===== src/rtl/rc5_cipher_sched_if.sv =====
// rc5_cipher_sched_if: requester, engine and result signals of the RC5 scheduler
interface rc5_cipher_sched_if #(parameter int W = 32);
  logic key_load, key_valid, error;
  logic req0_valid, req0_ready, req1_valid, req1_ready;
  logic [W-1:0] req0_A, req0_B, req1_A, req1_B;
  logic ks_start, ks_done, enc_start, enc_done;
  logic [W-1:0] enc_A, enc_B, enc_A_res, enc_B_res;
  logic res_valid, res_id, res_ready;
  logic [W-1:0] res_A, res_B;
  modport slave (
    input key_load, req0_valid, req0_A, req0_B, req1_valid, req1_A, req1_B,
          ks_done, enc_done, enc_A_res, enc_B_res, res_ready,
    output key_valid, error, req0_ready, req1_ready, ks_start, enc_start,
           enc_A, enc_B, res_valid, res_id, res_A, res_B
  );
  modport master (
    output key_load, req0_valid, req0_A, req0_B, req1_valid, req1_A, req1_B,
           ks_done, enc_done, enc_A_res, enc_B_res, res_ready,
    input key_valid, error, req0_ready, req1_ready, ks_start, enc_start,
          enc_A, enc_B, res_valid, res_id, res_A, res_B
  );
endinterface


===== src/rtl/rc5_cipher_sched.sv =====
// rc5_cipher_sched: sequences key expansion and round-robin shares the RC5 encrypt engine
module rc5_cipher_sched #(
  parameter int W = 32,
  parameter int TIMEOUT = 1024,
  parameter int TO_LEN = 11
) (
  input logic clk,
  input logic rst,
  rc5_cipher_sched_if.slave bus
);
  typedef enum logic [2:0] {IDLE, KS, GRANT, ENC, HOLD, ERR} state_t;
  state_t state, nxt;
  logic last_grant, key_pend, g1, any, wd_exp;
  logic [TO_LEN-1:0] wd;
  // g1 picks requester 1 when it alone is valid or when both are and 0 went last
  assign any = bus.req0_valid | bus.req1_valid;
  assign g1 = bus.req1_valid & (~bus.req0_valid | ~last_grant);
  assign wd_exp = wd == TO_LEN'(TIMEOUT - 1);
  assign bus.req0_ready = (state == GRANT) & any & ~g1;
  assign bus.req1_ready = (state == GRANT) & g1;
  always_comb begin
    nxt = state;
    case (state)
      IDLE:    nxt = (key_pend | bus.key_load) ? KS : (bus.key_valid & any) ? GRANT : IDLE;
      KS:      nxt = bus.ks_done ? IDLE : wd_exp ? ERR : KS;
      GRANT:   nxt = any ? ENC : IDLE;
      ENC:     nxt = bus.enc_done ? HOLD : wd_exp ? ERR : ENC;
      HOLD:    nxt = bus.res_ready ? IDLE : HOLD;
      default: nxt = ERR;
    endcase
  end
  always_ff @(posedge clk) begin
    if (!rst) state <= IDLE;
    else state <= nxt;
  end
  always_ff @(posedge clk) begin
    if (!rst) begin
      last_grant <= 1'b1;
      key_pend <= 1'b0;
      wd <= '0;
      bus.ks_start <= 1'b0;
      bus.enc_start <= 1'b0;
      bus.key_valid <= 1'b0;
      bus.error <= 1'b0;
      bus.res_valid <= 1'b0;
      bus.res_id <= 1'b0;
      bus.enc_A <= {W{1'b0}};
      bus.enc_B <= {W{1'b0}};
      bus.res_A <= {W{1'b0}};
      bus.res_B <= {W{1'b0}};
    end else begin
      key_pend <= (state != IDLE) & (state != ERR) & (key_pend | bus.key_load);
      wd <= (state == KS || state == ENC) ? wd + 1'b1 : '0;
      bus.ks_start <= (state == IDLE) & (nxt == KS);
      bus.enc_start <= (state == GRANT) & (nxt == ENC);
      bus.key_valid <= (nxt == ERR || nxt == KS) ? 1'b0 : (state == KS && bus.ks_done) ? 1'b1 : bus.key_valid;
      bus.error <= bus.error | (nxt == ERR);
      bus.res_valid <= (state == ENC && bus.enc_done) ? 1'b1 : (state == HOLD && bus.res_ready) ? 1'b0 : bus.res_valid;
      if (state == GRANT && any) begin
        last_grant <= g1;
        bus.res_id <= g1;
        bus.enc_A <= g1 ? bus.req1_A : bus.req0_A;
        bus.enc_B <= g1 ? bus.req1_B : bus.req0_B;
      end
      if (state == ENC && bus.enc_done) begin
        bus.res_A <= bus.enc_A_res;
        bus.res_B <= bus.enc_B_res;
      end
    end
  end
endmodule


===== src/flat_wrapper.sv =====
// flat-port wrapper written by rule: the top's interface ports become plain ports
module rc5_cipher_sched_flat 
#(
  parameter int W = 32,
  parameter int TIMEOUT = 1024,
  parameter int TO_LEN = 11
)
  (clk, rst, bus_key_load, bus_req0_valid, bus_req0_A, bus_req0_B, bus_req1_valid, bus_req1_A, bus_req1_B, bus_ks_done, bus_enc_done, bus_enc_A_res, bus_enc_B_res, bus_res_ready, bus_key_valid, bus_error, bus_req0_ready, bus_req1_ready, bus_ks_start, bus_enc_start, bus_enc_A, bus_enc_B, bus_res_valid, bus_res_id, bus_res_A, bus_res_B);
  rc5_cipher_sched_if #(.W(W)) bus_i ();
  input logic clk;
  input logic rst;
  input wire logic [$bits(bus_i.key_load)-1:0] bus_key_load;
  input wire logic [$bits(bus_i.req0_valid)-1:0] bus_req0_valid;
  input wire logic [$bits(bus_i.req0_A)-1:0] bus_req0_A;
  input wire logic [$bits(bus_i.req0_B)-1:0] bus_req0_B;
  input wire logic [$bits(bus_i.req1_valid)-1:0] bus_req1_valid;
  input wire logic [$bits(bus_i.req1_A)-1:0] bus_req1_A;
  input wire logic [$bits(bus_i.req1_B)-1:0] bus_req1_B;
  input wire logic [$bits(bus_i.ks_done)-1:0] bus_ks_done;
  input wire logic [$bits(bus_i.enc_done)-1:0] bus_enc_done;
  input wire logic [$bits(bus_i.enc_A_res)-1:0] bus_enc_A_res;
  input wire logic [$bits(bus_i.enc_B_res)-1:0] bus_enc_B_res;
  input wire logic [$bits(bus_i.res_ready)-1:0] bus_res_ready;
  output wire logic [$bits(bus_i.key_valid)-1:0] bus_key_valid;
  output wire logic [$bits(bus_i.error)-1:0] bus_error;
  output wire logic [$bits(bus_i.req0_ready)-1:0] bus_req0_ready;
  output wire logic [$bits(bus_i.req1_ready)-1:0] bus_req1_ready;
  output wire logic [$bits(bus_i.ks_start)-1:0] bus_ks_start;
  output wire logic [$bits(bus_i.enc_start)-1:0] bus_enc_start;
  output wire logic [$bits(bus_i.enc_A)-1:0] bus_enc_A;
  output wire logic [$bits(bus_i.enc_B)-1:0] bus_enc_B;
  output wire logic [$bits(bus_i.res_valid)-1:0] bus_res_valid;
  output wire logic [$bits(bus_i.res_id)-1:0] bus_res_id;
  output wire logic [$bits(bus_i.res_A)-1:0] bus_res_A;
  output wire logic [$bits(bus_i.res_B)-1:0] bus_res_B;
  assign bus_i.key_load = bus_key_load;
  assign bus_i.req0_valid = bus_req0_valid;
  assign bus_i.req0_A = bus_req0_A;
  assign bus_i.req0_B = bus_req0_B;
  assign bus_i.req1_valid = bus_req1_valid;
  assign bus_i.req1_A = bus_req1_A;
  assign bus_i.req1_B = bus_req1_B;
  assign bus_i.ks_done = bus_ks_done;
  assign bus_i.enc_done = bus_enc_done;
  assign bus_i.enc_A_res = bus_enc_A_res;
  assign bus_i.enc_B_res = bus_enc_B_res;
  assign bus_i.res_ready = bus_res_ready;
  assign bus_key_valid = bus_i.key_valid;
  assign bus_error = bus_i.error;
  assign bus_req0_ready = bus_i.req0_ready;
  assign bus_req1_ready = bus_i.req1_ready;
  assign bus_ks_start = bus_i.ks_start;
  assign bus_enc_start = bus_i.enc_start;
  assign bus_enc_A = bus_i.enc_A;
  assign bus_enc_B = bus_i.enc_B;
  assign bus_res_valid = bus_i.res_valid;
  assign bus_res_id = bus_i.res_id;
  assign bus_res_A = bus_i.res_A;
  assign bus_res_B = bus_i.res_B;
  rc5_cipher_sched #(.W(W), .TIMEOUT(TIMEOUT), .TO_LEN(TO_LEN)) u_core (.clk(clk), .rst(rst), .bus(bus_i));
endmodule

===== config.mk =====
export PLATFORM = sky130hd
export DESIGN_NAME = rc5_cipher_sched_flat
export DESIGN_NICKNAME = d
export VERILOG_FILES = /design/src/rtl/rc5_cipher_sched_if.sv /design/src/rtl/rc5_cipher_sched.sv /design/src/flat_wrapper.sv
export SDC_FILE = /design/constraint.sdc
export NUM_CORES = 1
export LEC_CHECK = 0
export BUFFER_PORTS_ARGS = -buffer_cell sky130_fd_sc_hd__buf_4
export CAP_MARGIN = 30
export CORE_AREA = 2 2 131 133
export CTS_CLUSTER_SIZE = 16
export DETAILED_ROUTE_END_ITERATION = 16
export DIE_AREA = 0 0 133 135
export SYNTH_ARGS = -nofsm -noshare
export SYNTH_HDL_FRONTEND = slang
export SYNTH_SLANG_ARGS = --single-unit

===== constraint.sdc =====
create_clock -name clk -period 2.6 [get_ports clk]
set_clock_uncertainty 0.15 [all_clocks]
set_input_delay 0.39 -clock clk [delete_from_list [all_inputs] [get_ports clk]]
set_output_delay 0.39 -clock clk [all_outputs]
set_load 0.02 [all_outputs]

==> results of run 1 <==
[placed cells by master, fill, tap and decap left out, types with 3 or more instances in the layout]
master     synthesis  routed
a211oi_1           3       3
a222oi_1          62      62
xnor2_1            5       5
nand3_1            5       4
a21oi_1           70      70
bufinv_16          0       4
dfxtp_1          150     150
buf_4              0     344
clkinv_2           0       4
buf_12             0       6
nor3_1             3       3
o21ai_0            5       5
inv_1              5       5
nand2_1          136     136
clkbuf_8           0       4
nor2_1            84      84
nor2b_1            3       3
clkbuf_16          0      17
[area by class of cell]
class	count	area share [%]
flip-flops and latches	150	34.0
clock buffers	21	5.44
repair buffers	350	30.6
clock inverters	9	1.68
inverters	6	0.283
well taps	220	3.11
multi-input cells	407	24.9
[worst min-delay path: cells and delay by family]
family / cells / cell delay [ps]
AO/OA/AOI/OAI: 1 / 50
buffers and inverters: 1 / 80
AND/OR/NAND/NOR: 1 / 80
[cell usage after synthesis (5+ instances only)]
cell	instances
clkbuf_1	30
buf_2	10
dfxtp_1	150
a21oi_1	70
buf_1	5
nor2_1	84
nand2_1	136
xnor2_1	5
a222oi_1	62
buf_6	7
o21ai_0	5
nand3_1	5
inv_1	5
[layer usage]
layer	track usage, %	up-vias	part of all wire (%)
li1	-	2823	-
met1	25.6	2728	40
met2	34.7	208	51
met3	6.61	27	6.7
met4	7.47	0	2.4
met5	0	-	0
[stage by stage]
stage | area, um2 | hold slack [ps] | utilization, % | setup WS, ps | instances
after floorplan | 5480 | 280 | - | 658 | 615
after global placement | 8190 | 292 | 49.9 | 535 | 1132
after detailed placement | 8190 | 297 | 49.9 | 481 | 1132
after CTS | 8820 | 40.9 | 53.8 | 80.7 | 1162
after global routing | 8840 | 42.9 | 53.9 | 197 | 1163
final | 8840 | 55.3 | 53.9 | 284 | 1163
[flip-flops by register name, indices dropped and copies added, names as in the netlist]
name	count
u_core.bus.enc_A	32
u_core.bus.enc_B	32
u_core.bus.enc_start	1
u_core.bus.error	1
u_core.bus.key_valid	1
u_core.bus.ks_start	1
u_core.bus.res_A	32
u_core.bus.res_B	32
u_core.bus.res_id	1
u_core.bus.res_valid	1
u_core.key_pend	1
u_core.last_grant	1
u_core.state	3
u_core.wd	11
[power groups by stage]
stage	combinational [mW]	sequential (mW)	clock, mW
6_report	0.366	2.32	2.63
5_1_grt	0.394	2.32	2.78
4_1_cts	0.366	2.32	2.69
3_5_place_dp	0.365	2.37	0
3_3_place_gp	0.365	2.37	0
2_1_floorplan	0.0792	2.38	0
[how the worst max path moves through the flow]
stage,end,depth (start not counted),slack [ps]
after floorplan,u_core.bus.enc_A[10],7,660
final,bus_req0_ready,4,280
after CTS,bus_req0_ready,3,80
after global routing,bus_req0_ready,4,200
after detailed placement,u_core.bus.enc_A[10],5,480
after global placement,u_core.bus.enc_A[5],5,530
[kinds of logic after synthesis]
group / Yosys count / share of synthesized area [%]
adder cells (fa/ha/maj): 1 / 0.228
AO/OA/AOI/OAI: 153 / 20.5
multiplexers: 2 / 0.366
flip-flops: 150 / 54.8
XOR/XNOR: 6 / 0.960
buffers and inverters: 58 / 5.16
AND/OR/NAND/NOR: 245 / 17.9
==> key figures, run 1 <==
Route
  – Drt drc: 0
  – Routed wire length: 19600 um
  – Iter 0 DRT Violations: 576
  – Routed Antenna Nets: 0
  – DRT Pass-1 Iters: 7
  – Via count: 5786
  – Vias per inst: 4.98
  – Drt wl/cell: 16.9 um

Power
  – Switch share: 20.3%
  – Comb power frac: 6.9%
  – Worst vdd ir: 0.443 mV
  – Internal power: 4.24 mW
  – Leak: 3.87 nW
  – Seq pwr share: 43.6%
  – P per Cell Area: 602 nW/um2
  – Clock power frac: 49.5%
  – Net switching power: 1.08 mW
  – Tot Pwr: 5.32 mW

Flow run
  – MaxCap Viol Count: 0

Synth
  – Syn Area/Cell: 8.90 um2
  – Gate Count Post-Synth: 615
  – Mapped Area: 5480 um2
  – Yosys warns: 0
  – Yosys top cell area share: 54.8%
  – Async SR Flop Fraction: 0%
  – Largest cells by area after synthesis: dfxtp_1 (55%), a222oi_1 (11%), nand2_1 (9.3%), a21oi_1 (6.4%), nor2_1 (5.8%)
  – Ys flop type: dfxtp_1
  – Syn_nets: 816
  – Post-synth EDFFs: 0
  – Sequential area share after synthesis: 54.8%
  – Synthesized flop and latch total: 150
  – Leading area contributor after synthesis: dfxtp_1
  – Synth cell types: 40

Timing
  – Setup tns final: 0 ps
  – Tmin final: 2320 ps
  – Final Max Tran Viols: 0
  – Final hold vios: 0
  – Slew HR: 52.6%
  – Least-Margin Pin Slew: 711 ps
  – Final setup viols: 0
  – Max Freq: 0.432 GHz
  – RSZ-0062 raised after global routing: false
  – Period utilization: 89.1%

Worst setup path
  – Crit path max-delay family: simple AND/OR/NAND/NOR gates
  – Worst path cell trace: or3b_4 > nor3_4 > buf_12 > buf_4
  – FF-to-FF path depth: 5
  – Largest stage delay, worst path: 430 ps
  – Worst Setup SP: u_core.state[2]
  – Crit Path Class: reg2out
  – Reg2reg start: u_core.state[2]
  – Crit-path slowest cell: or3b_4
  – Critical path capture point type: output port
  – Worst path required time: 2060 ps
  – Crit path max fanout: 10
  – Crit path arrival time: 1780 ps
  – Startpoint types: flop
  – R2r setup slk: 460 ps
  – Buf/Inv on CP: 2
  – Reg2Reg Capture Point: u_core.bus.enc_B[18]

Cells and area
  – ANT cells: 0
  – Area Growth Syn to Fin: 61.4%
  – Area occupied by multi-input gates: 2200 um2
  – Final net count: 1133
  – Layout cells sized above 1: 41.1%
  – Filler Cell Count: 1582
  – Register area: 3000 um2

Global route
  – GRT overflow: 0
  – Tot GR Track Use: 20.9%
  – Largest net degree at the start of global routing: 66
  – Vias in the first global route: 5495
  – Initial antenna violation count: 0
  – First-pass GRT wire length: 29500 um

Worst hold path
  – Hold EP: u_core.bus.enc_B[14]
  – HP Start: bus_req1_B[14]
  – Tightest Hold Check Type: in2reg
  – Worst hold stages: 3

Floorplanning
  – Die ar.: 18000 um2
  – Io pins: 336
  – Core area: 16400 um2
  – Die width: 133 um
  – Site Rows: 47
  – Initial core utilization: 33.4%
  – Die H: 135 um

Clocking
  – Clock Sinks: 150
  – Hold_buf cts: 0
  – Setup repair bufs after CTS: 0
  – TritonCTS clock tree: done
  – Clock root cell: clkbuf_16
  – Max clock buf depth: 2
  – Clock Latency Late Sink: 410 ps
  – TritonCTS buffer count: 17
  – Worst-path clk slew: 60 ps
  – Post_cts resized: 0
  – CTS H-Tree Depth: 4

Place
  – Gpl congestion: 0.809
  – Dpl hpwl: 14000 um
  – Port buffer count: 335

Status
  – Status: finished clean
(Power assumes the default switching activity.)
==> run 2: changes to the inputs <==
--- a/config.mk
+++ b/config.mk
@@ -11,6 +11,7 @@
 export CTS_CLUSTER_SIZE = 16
 export DETAILED_ROUTE_END_ITERATION = 16
 export DIE_AREA = 0 0 133 135
+export RECOVER_POWER = 25
 export SYNTH_ARGS = -nofsm -noshare
 export SYNTH_HDL_FRONTEND = slang
 export SYNTH_SLANG_ARGS = --single-unit
==> run 2 against run 1 <==
Maximum frequency hardly changed; sequential power barely moved; die area is the same; flip-flop and latch count unchanged; cell area decreased by 2.9%; global-route usage unchanged; register-to-register slack is essentially flat; hold slack better by 2.1 ps; wire length rose by 0.14%; critical endpoint unchanged.
==> key figures, run 2 (synthesis gave the netlist of run 1 again) <==
Status
  – Status: finished clean

Route
  – Vias per inst: 4.98
  – Routed wire length: 19600 um
  – Met3 wire length: 1180 um
  – Drt wl/cell: 16.9 um
  – DRT Pass-1 Iters: 7
  – Routed Antenna Nets: 0
  – Iter 0 DRT Violations: 636
  – Drt drc: 0
  – Via count: 5793
  – Met1 WL: 8090 um
  – Met2 wire len: 9870 um
  – DR top layer: met4

Timing
  – Least-Margin Pin Slew: 693 ps
  – Final hold vios: 0
  – Final Max Tran Viols: 0
  – Period utilization: 89.1%
  – Worst setup margin: 284 ps
  – Setup tns final: 0 ps
  – Tmin final: 2320 ps
  – Max Freq: 0.432 GHz
  – Slew HR: 53.8%
  – RSZ-0062 raised after global routing: false
  – Final setup viols: 0

Worst setup path
  – Largest stage delay, worst path: 430 ps
  – FF-to-FF path depth: 5
  – Crit path max fanout: 10
  – Reg2reg start: u_core.state[2]
  – Worst path cell trace: or3b_4 > nor3_4 > buf_12 > buf_4
  – Crit path max-delay family: simple AND/OR/NAND/NOR gates
  – Crit path arrival time: 1780 ps
  – Reg2Reg Capture Point: u_core.bus.enc_B[18]
  – Crit Path Class: reg2out
  – Worst Setup SP: u_core.state[2]
  – Worst path required time: 2060 ps
  – Buf/Inv on CP: 2
  – Startpoint types: flop
  – Critical path capture point type: output port
  – CP endpoint: bus_req0_ready
  – R2r setup slk: 460 ps
  – Worst path depth: 4
  – Crit-path slowest cell: or3b_4

Cells and area
  – Register area: 3000 um2
  – ANT cells: 0
  – Filler Cell Count: 1635
  – Area Growth Syn to Fin: 56.8%
  – Layout cells sized above 1: 33.9%
  – Design Area, Final: 8580 um2
  – Final net count: 1133
  – Commonest cells after routing, fill and taps aside: buf_4 (276), dfxtp_1 (150), nand2_1 (136), nor2_1 (84), a21oi_1 (70)
  – Commonest non-fill, non-tap cell in the layout: buf_4
  – Area occupied by multi-input gates: 2200 um2

Worst hold path
  – Tightest Hold Check Type: in2reg

Place
  – Port buffer count: 335
  – Gpl congestion: 0.809
  – Pre-CTS setup slack: 481 ps
  – Placed inst area: 8190 um2
  – Dpl hpwl: 14000 um

Global route
  – Largest net degree at the start of global routing: 66
  – Tot GR Track Use: 20.9%
  – Initial antenna violation count: 0
  – GRT overflow: 0
  – Vias in the first global route: 5495
  – First-pass GRT wire length: 29500 um

Floorplanning
  – Io pins: 336
  – Site Rows: 47
  – Die width: 133 um
  – Die ar.: 18000 um2
  – Die H: 135 um
  – Initial core utilization: 33.4%
  – Core area: 16400 um2

Flow run
  – MaxCap Viol Count: 0

Clocking
  – Worst-path clk slew: 60 ps
  – CTS H-Tree Depth: 4
  – Clock root cell: clkbuf_16
  – Max clock buf depth: 2
  – Hold_buf cts: 0
  – TritonCTS clock tree: done
  – Clock Latency Late Sink: 410 ps
  – Clock Sinks: 150
  – TritonCTS buffer count: 17

Power
  – Worst vdd ir: 0.444 mV
  – Leak: 3.58 nW
  – P per Cell Area: 620 nW/um2
[run 2: changes by cell type in the layout (fill, tap and decap cells not counted)]
cell | previous run | this run
clkbuf_1 | 0 | 68
buf_4 | 344 | 276
[run 2: routing by layer]
metal,GRT usage [%],up-vias
met5,0,-
met4,7.47,0
met3,6.61,30
met2,34.7,198
met1,25.6,2746
li1,-,2819
[run 2: worst min path at each step]
| stage | from | endpoint | slack (ps) | cells past startpoint |
|---|---|---|---|---|
| after global placement | u_core.bus.res_A[4] | u_core.bus.res_A[4] | 290 | 2 |
| after CTS | bus_req1_B[14] | u_core.bus.enc_B[14] | 40 | 3 |
| after global routing | bus_req1_B[1] | u_core.bus.enc_B[1] | 40 | 3 |
| after detailed placement | u_core.bus.res_A[12] | u_core.bus.res_A[12] | 300 | 2 |
| final | bus_req1_B[14] | u_core.bus.enc_B[14] | 60 | 3 |
| after floorplan | u_core.wd[0] | u_core.wd[0] | 280 | 1 |
[run 2: where the power goes]
part | internal, mW | switching (mW)
combinational | 0.227 | 0.134
sequential | 2.31 | 0.00930
clock | 1.69 | 0.942
[run 2: timing repair]
item / in CTS / in global routing
buffers inserted: 0 / 1
gates resized for setup: 0 / 0
setup endpoints to repair: 0 / 1
[run 2: stage by stage]
step                utilization [%]  hold WS [ps]  cells  power (mW)
floorplan                         -           280    615        2.46
global placement               49.9           292   1132        2.74
detailed placement             49.9           297   1132        2.74
CTS                            53.8          40.9   1162        5.37
global route                   52.3          42.9   1163        5.49
finish                         52.3          57.4   1163        5.32
[run 2: worst reg2reg max path, delay by kind of cell (launching register included)]
family	cells	cell delay (ps)
compound gates	1	440
buf+inv	1	200
flops	1	390
simple gates	3	850
[run 2: cell type report]
type,instances,share of cell area [%]
clock buffer,21,5.60
clock inverter,9,1.73
inverter,6,0.292
multi-input combinational,407,25.7
sequential,150,35.0
tap,220,3.21
timing repair buffer,350,28.5
